$ cat src/rtl/ram_sp_bytewr_clr.sv
// Single-port synchronous RAM with byte write enables, a registered read, selectable
// read-during-write, a zero-fill engine that runs after reset and on clr_req, and
// optional per-byte even parity when RAM_PARITY_EN is defined.
module ram_sp_bytewr_clr #(
  parameter int unsigned DATA_W   = 32,
  parameter int unsigned ADDR_W   = 5,
  parameter int unsigned RDW_MODE = 0
) (
  input  logic                clk,
  input  logic                rst_n,
  input  logic                ena,
  input  logic                wena,
  input  logic [DATA_W/8-1:0] be,
  input  logic [ADDR_W-1:0]   addr,
  input  logic [DATA_W-1:0]   data_in,
  output logic [DATA_W-1:0]   data_out,
  output logic                rvalid,
  input  logic                clr_req,
  output logic                busy,
  output logic                par_err
);

  localparam int unsigned NB    = DATA_W / 8;
  localparam int unsigned DEPTH = 2 ** ADDR_W;

  localparam logic [0:0] S_CLEAR = 1'b0;
  localparam logic [0:0] S_IDLE  = 1'b1;

  localparam logic [ADDR_W-1:0] LAST_ADDR = ADDR_W'(DEPTH - 1);

  logic [0:0]        r_state;
  logic [ADDR_W-1:0] r_ptr;
  logic              r_busy;
  logic [DATA_W-1:0] r_data_out;
  logic              r_rvalid;
  logic              r_par_err;
  logic [DATA_W-1:0] r_mem [DEPTH];

  logic [0:0]        w_state_nxt;
  logic [ADDR_W-1:0] w_ptr_nxt;
  logic              w_clear;
  logic              w_acc;
  logic              w_wr;
  logic [DATA_W-1:0] w_rd_old;
  logic [DATA_W-1:0] w_merged;
  logic [DATA_W-1:0] w_rd_word;
  logic              w_mem_we;
  logic [ADDR_W-1:0] w_mem_addr;
  logic [DATA_W-1:0] w_mem_wdata;
  logic              w_par_err;

  assign w_clear  = (r_state == S_CLEAR);
  assign w_acc    = (r_state == S_IDLE) && ena;
  assign w_wr     = w_acc && wena;
  assign w_rd_old = r_mem[addr];

  // Next-state and fill-pointer logic
  always_comb begin
    w_state_nxt = r_state;
    w_ptr_nxt   = r_ptr;
    case (r_state)
      S_CLEAR: begin
        w_ptr_nxt = r_ptr + ADDR_W'(1);
        if (r_ptr == LAST_ADDR) begin
          w_state_nxt = S_IDLE;
        end
      end
      default: begin
        if (clr_req) begin
          w_state_nxt = S_CLEAR;
          w_ptr_nxt   = '0;
        end
      end
    endcase
  end

  // Old word with the enabled bytes replaced by write data
  always_comb begin
    w_merged = w_rd_old;
    for (int unsigned i = 0; i < NB; i++) begin
      if (w_wr && be[i]) begin
        w_merged[8*i +: 8] = data_in[8*i +: 8];
      end
    end
  end

  assign w_rd_word   = (RDW_MODE == 0) ? w_rd_old : w_merged;
  assign w_mem_we    = w_clear || w_wr;
  assign w_mem_addr  = w_clear ? r_ptr : addr;
  assign w_mem_wdata = w_clear ? '0 : w_merged;

  // Storage array is not reset; the fill engine zeroes it
  always_ff @(posedge clk) begin
    if (w_mem_we) begin
      r_mem[w_mem_addr] <= w_mem_wdata;
    end
  end

`ifdef RAM_PARITY_EN
  logic [NB-1:0] r_par [DEPTH];
  logic [NB-1:0] w_par_old;
  logic [NB-1:0] w_par_new;
  logic [NB-1:0] w_par_chk;
  logic [NB-1:0] w_par_calc;
  logic [NB-1:0] w_par_wdata;

  assign w_par_old = r_par[addr];

  // Parity bits follow their bytes: only written bytes get a fresh bit
  always_comb begin
    w_par_new = w_par_old;
    for (int unsigned i = 0; i < NB; i++) begin
      if (w_wr && be[i]) begin
        w_par_new[i] = ^data_in[8*i +: 8];
      end
    end
  end

  always_comb begin
    w_par_calc = '0;
    for (int unsigned i = 0; i < NB; i++) begin
      w_par_calc[i] = ^w_rd_word[8*i +: 8];
    end
  end

  assign w_par_chk   = (RDW_MODE == 0) ? w_par_old : w_par_new;
  assign w_par_err   = |(w_par_calc ^ w_par_chk);
  assign w_par_wdata = w_clear ? '0 : w_par_new;

  always_ff @(posedge clk) begin
    if (w_mem_we) begin
      r_par[w_mem_addr] <= w_par_wdata;
    end
  end
`else
  assign w_par_err = 1'b0;
`endif

  // State and registered outputs
  always_ff @(posedge clk or negedge rst_n) begin
    if (!rst_n) begin
      r_state    <= S_CLEAR;
      r_ptr      <= '0;
      r_busy     <= 1'b1;
      r_data_out <= '0;
      r_rvalid   <= 1'b0;
      r_par_err  <= 1'b0;
    end else begin
      r_state   <= w_state_nxt;
      r_ptr     <= w_ptr_nxt;
      r_busy    <= (w_state_nxt == S_CLEAR);
      r_rvalid  <= w_acc;
      r_par_err <= w_acc && w_par_err;
      if (w_acc) begin
        r_data_out <= w_rd_word;
      end
    end
  end

  assign data_out = r_data_out;
  assign rvalid   = r_rvalid;
  assign busy     = r_busy;
  assign par_err  = r_par_err;

endmodule
$ cat config.mk
export PLATFORM = sky130hd
export DESIGN_NAME = ram_sp_bytewr_clr
export DESIGN_NICKNAME = d
export VERILOG_FILES = /design/src/rtl/ram_sp_bytewr_clr.sv
export SDC_FILE = /design/constraint.sdc
export NUM_CORES = 1
export LEC_CHECK = 0
export ABC_AREA = 1
export CAP_MARGIN = 30
export CORE_UTILIZATION = 57
export DETAILED_ROUTE_END_ITERATION = 7
export DONT_BUFFER_PORTS = 1
export PLACE_DENSITY_LB_ADDON = 0.08
export SLEW_MARGIN = 20
export SYNTH_ARGS = -nofsm -noshare
export SYNTH_HDL_FRONTEND = slang
export SYNTH_SLANG_ARGS = --single-unit
export TNS_END_PERCENT = 20
$ cat constraint.sdc
create_clock -name clk -period 3.13 [get_ports clk]
set_clock_uncertainty 0.1 [all_clocks]
set_input_delay 0.626 -clock clk [delete_from_list [all_inputs] [get_ports clk]]
set_output_delay 0.626 -clock clk [all_outputs]
set_load 0.005 [all_outputs]
# ---- Yosys cells after proc, flatten, opt, wreduce, memory -nomap -nowiden
# Memory sizes are Yosys's and may differ from the RTL's.
# Index checks and enable logic that the tools add are counted.
dict set report classes {
  div_mod_pow 0
  bitwise 2
  shift 0
  muxes 13
  n_eq_ne 2
  n_mul 0
  n_addsub 1
  n_reduce_logical 7
  order_cmp 0
}
# op count
set ops {}
lappend ops {{two-way mux 32 bit} 1}
lappend ops {{two-way mux 8 bit} 4}
lappend ops {{two-way mux 5 bit} 3}
lappend ops {{logical AND 1 bit} 6}
lappend ops {{adder 5 x 1 -> 5 bit (second input constant)} 1}
lappend ops {{equality test 5 bit (second input constant)} 1}
lappend ops {{two-way mux 1 bit} 5}
lappend ops {{inequality test 2 bit (second input constant)} 1}
lappend ops {{inverter 1 bit} 2}
lappend ops {{logical OR 1 bit} 1}
dict set report totals {
  mem_bits_ro 0
  elab_cells 31
  ff_bits 40
  inputBits 46
  out_inout_bits 35
  latch_bits 0
  n_memories 1
  mem_bits_rw 1024
}
# name depth width rd rd_clocked_by_memory_dff wr line
set mem_list {}
lappend mem_list {r_mem 32 32 1 0 1 37} ;# logic [DATA_W-1:0] r_mem [DEPTH];

# ---- Logic depth before layout (Yosys ltp)
dict set report logic_depth {
  ltp_word 5
  mapped_depth 12
  depth_no_buf 9
}

# ---- Worst setup path before layout
# Ideal clock, no wire load.
dict set report synth_timing {
  path_kind {in2reg}
  startpoint {input port addr[1]}
  endpoint {memory r_mem[25][0], enable pin}
  t_arrival_ps 2890
  n_path_buf 3
  path_slack_ps -282
  path_stages 8
  setup_ps 421
  required_time_ps 2609
  path_cell_list {buf_2 -> inv_2 -> buf_4 -> buf_4 -> nand2_1 -> o21ai_2 -> nand3_1 -> nor2_1}
}
dict set report synth_between {
  elab_chain_cells 1
}
# element line
set synth_lines {}
lappend synth_lines {{from (decl)} 14} ;# input logic [ADDR_W-1:0] addr,
lappend synth_lines {{two-way mux 5 bit} 89} ;# assign w_mem_addr = w_clear ? r_ptr : addr;
lappend synth_lines {{to (decl)} 37}
# Every way passes these cells.

# ---- Final worst setup path
dict set report layout_timing {
  startpoint {input port addr[0]}
  endpoint {memory r_mem[9][21] (data pin)}
}
dict set report layout_between {
  elab_chain_cells 3
}
# element line
set layout_lines {}
lappend layout_lines {{memory read (32 x 32 bit)} --}
lappend layout_lines {{two-way mux 8 bit} 81} ;# if (w_wr && be[i]) begin
lappend layout_lines {{two-way mux 32 bit} 90} ;# assign w_mem_wdata = w_clear ? '0 : w_merged;
lappend layout_lines {{named net w_mem_wdata[21]} 49} ;# logic [DATA_W-1:0] w_mem_wdata;
# The timed path passes the listed nets, and every way through them passes these cells.

==> key figures <==
Outcome
  • Status: finished with violations
  • Violated checks: setup timing

Drt
  • Vias: 29091
  • Pre-Repair DR Iteration Count: 6
  • Detail Route Antenna Nets: 0
  • DRC violations left: 0
  • Routed wire length: 122000 um
  • Drt via density: 6.06
  • Wire length per cell: 25.5 um
  • Initial DRC count: 3640

STA
  • Setup Viol. Count Final: 225
  • Achievable frequency: 0.296 GHz
  • Max_slew headroom: 6.61%
  • Final Critical Period: 3.38 ns
  • Final Hold Viols: 0
  • Period utilisation layout: 108%
  • Worst Tran Pin Value: 1.40 ns
  • RSZ-0062 raised after global routing: false
  • Worst setup margin: -0.246 ns
  • Pins Over Slew Limit: 0
  • Hold slack: 0.0704 ns

Worst setup path
  • Critical path endpoint category: register
  • Reg2reg end: r_mem[19][14]
  • Crit path largest cell delay: 0.51 ns
  • Crit start category: primary input
  • Most frequent CP cell: nand2_1
  • FF-to-FF Start: r_state
  • Crit path depth: 12
  • Crit path max fanout: 513
  • Reg-to-reg setup timing slack: 0.32 ns
  • Kind of critical path: in2reg
  • Delay-heaviest family, CP: buffers and inverters
  • Worst EP required: 3.53 ns
  • CP cell instances: inv_16, buf_12, buf_12, nand2_1, nand3_1, nand3_1, nand2_1, nand2_1, nand3_1, nand2_1, a21oi_2, buf_12
  • Critical-path top delay cell: inv_16
  • Data arrival, critical path: 3.78 ns
  • Crit path buffers/inverters: 4
  • Worst Reg-to-Reg Cells: 6

Floorplanning
  • Height of the die: 277 um
  • Die X: 277 um
  • Total core area: 74700 um2
  • Initial Util: 57.8%
  • Die footprint: 76900 um2
  • Num rows: 100
  • I/O pin cnt: 81

Final layout
  • Layout cells sized above 1: 10.7%
  • Area Overhead vs Synth: 13.8%
  • Most common cell after layout, fill and taps aside: nand2_1
  • Most frequent cells in the layout: nand2_1 (1373), edfxtp_1 (1024), nand3_1 (835)
  • Antenna fix cells: 0
  • # nets final: 3791
  • Design area: 49200 um2

Clocking
  • CTS tree: done
  • Clock root buffer: clkbuf_16
  • Clock latency at the later pin of the worst-skew pair: 0.67 ns
  • Post-CTS setup buffer count: 0
  • Clock buffer depth: 3
  • Reg clk slew, reported paths: 0.06 ns
  • H-tree Lvls: 3
  • Post-CTS resize count: 0
  • Post-CTS Hold Fix Bufs: 3
  • CTS Buf Count: 107
  • Number of clock sinks: 1064

Min path
  • Hold Crit Depth: 3
  • Hold_sp: clr_req
  • Worst hold path type: in2reg
  • Hold Path End: r_ptr[1]

Job
  • Maximum capacitance violations: 0

Synthesis
  • FF+latch count, synth: 1064
  • Cell Area, Synth: 43200 um2
  • Post-synth net total: 3725
  • Syn_area_per_cell: 11.8 um2
  • Synthesized netlist cell count: 3677
  • Ys Warns: 0
  • Seq/Total Area, Yosys: 73.5%
  • Synth cell types: 22

GRT
  • Pin count of the biggest net entering global routing: 514
  • Global-route wire length before repair: 180000 um
  • Total Routing Usage GR: 31.8%
  • Grt total ovfl: 0
  • Vias in the first global route: 27391
  • Initial antenna violation count: 2

Place
  • IO buf count: 0
  • Post-detail-place hpwl: 63800 um
  • Dpl cell area: 45800 um2
  • GPL Wtd Cong: 0.842

Power and ir drop
  • Leakage power: 18.2 nW
  • Switch share: 27.6%
  • PwrDens: 751 nW/um2
  • VDD IR max: 0.000471 V
  • Sequential power share: 50.6%
  • Clock share of power: 32.9%
  • Internal cell power: 26.7 mW
  • Net Sw Power: 10.2 mW
  • Comb pwr share: 16.4%
## layer usage
metal	up-vias	global-route usage [%]	part of all wire, %
met5	-	0	0.014
met3	250	5.47	9.1
met4	4	11.4	3.4
met2	1434	51.2	48
met1	14341	44.0	40
li1	13062	-	-
## worst reg2reg max path: stages, from the launching register on
cell and delay, ns:
dfrtp_2 0.37, buf_4 0.44, nor2_1 0.18, a21oi_1 0.36, nand2_1 0.33, nor2_4 0.21, buf_4 0.44
## sequential cells by signal, summed over array words and instances, names as in the netlist
name      flops
rvalid        1
r_state       1
r_mem      1024
data_out     32
r_ptr         5
busy          1
## cells in the mapped netlist, drive strengths merged
master     n  share of area [%]
clkbuf    43               0.37
conb       1             0.0087
edfxtp  1024                 71
a22o       1              0.020
buf      193                2.7
a21oi     35               0.41
nand3    835                9.7
nor2      43               0.37
dfstp      1              0.061
dfrtp     39                2.3
ha         2              0.058
nand2   1374                 12
inv       16               0.15
o21ai     70               0.82
## area by class of cell
class                      count  area, um2
inverter                      16       86.3
fill                        5460      25500
timing repair buffer         193       2380
sequential                  1064      31800
clock inverter                62        442
clock buffer                 137       2890
multi-input combinational   2361      10400
tap                          969       1210
## worst max path at each step
stage,startpoint,end,slack [ns]
after detailed placement,addr[0],r_mem[8][21],0.02
after floorplan,addr[1],r_mem[25][0],-0.28
after global placement,addr[1],r_mem[19][0],0.09
after CTS,r_state,r_mem[19][13],0.39
after global routing,addr[0],r_mem[8][21],0.23
final,addr[0],r_mem[9][21],-0.25
## through the flow
step           total power, mW  utilization [%]  worst slack [ns]  TNS (ns)  instances
3_3_place_gp              24.8             61.3            0.0865         0       4596
2_1_floorplan             21.9                -            -0.282   -275.45       3677
4_1_cts                   37.0             65.8             0.391         0       4802
6_report                  36.9             65.9            -0.246    -21.93       4802
3_5_place_dp              24.9             61.3            0.0221         0       4600
5_1_grt                   38.1             65.9             0.225         0       4802
## cells by family (layout without fill, tap and decap cells)
group	Yosys count	count (layout)	share of synthesized area (%)
AND/OR/NAND/NOR	2252	2252	22.0
other	1	1	0.00868
buffers and inverters	252	408	3.22
adder cells (fa/ha/maj)	2	2	0.0579
AO/OA/AOI/OAI	106	106	1.25
flip-flops	1064	1064	73.5
## power by group through the flow
stage	sequential (mW)	combinational, mW	clock, mW
global route	18.8	6.44	12.8
detailed placement	19.0	5.96	0
finish	18.7	6.07	12.2
CTS	18.7	6.01	12.3
global placement	18.9	5.82	0
floorplan	18.9	2.93	0
No activity file was read; power rests on OpenSTA's default activity.
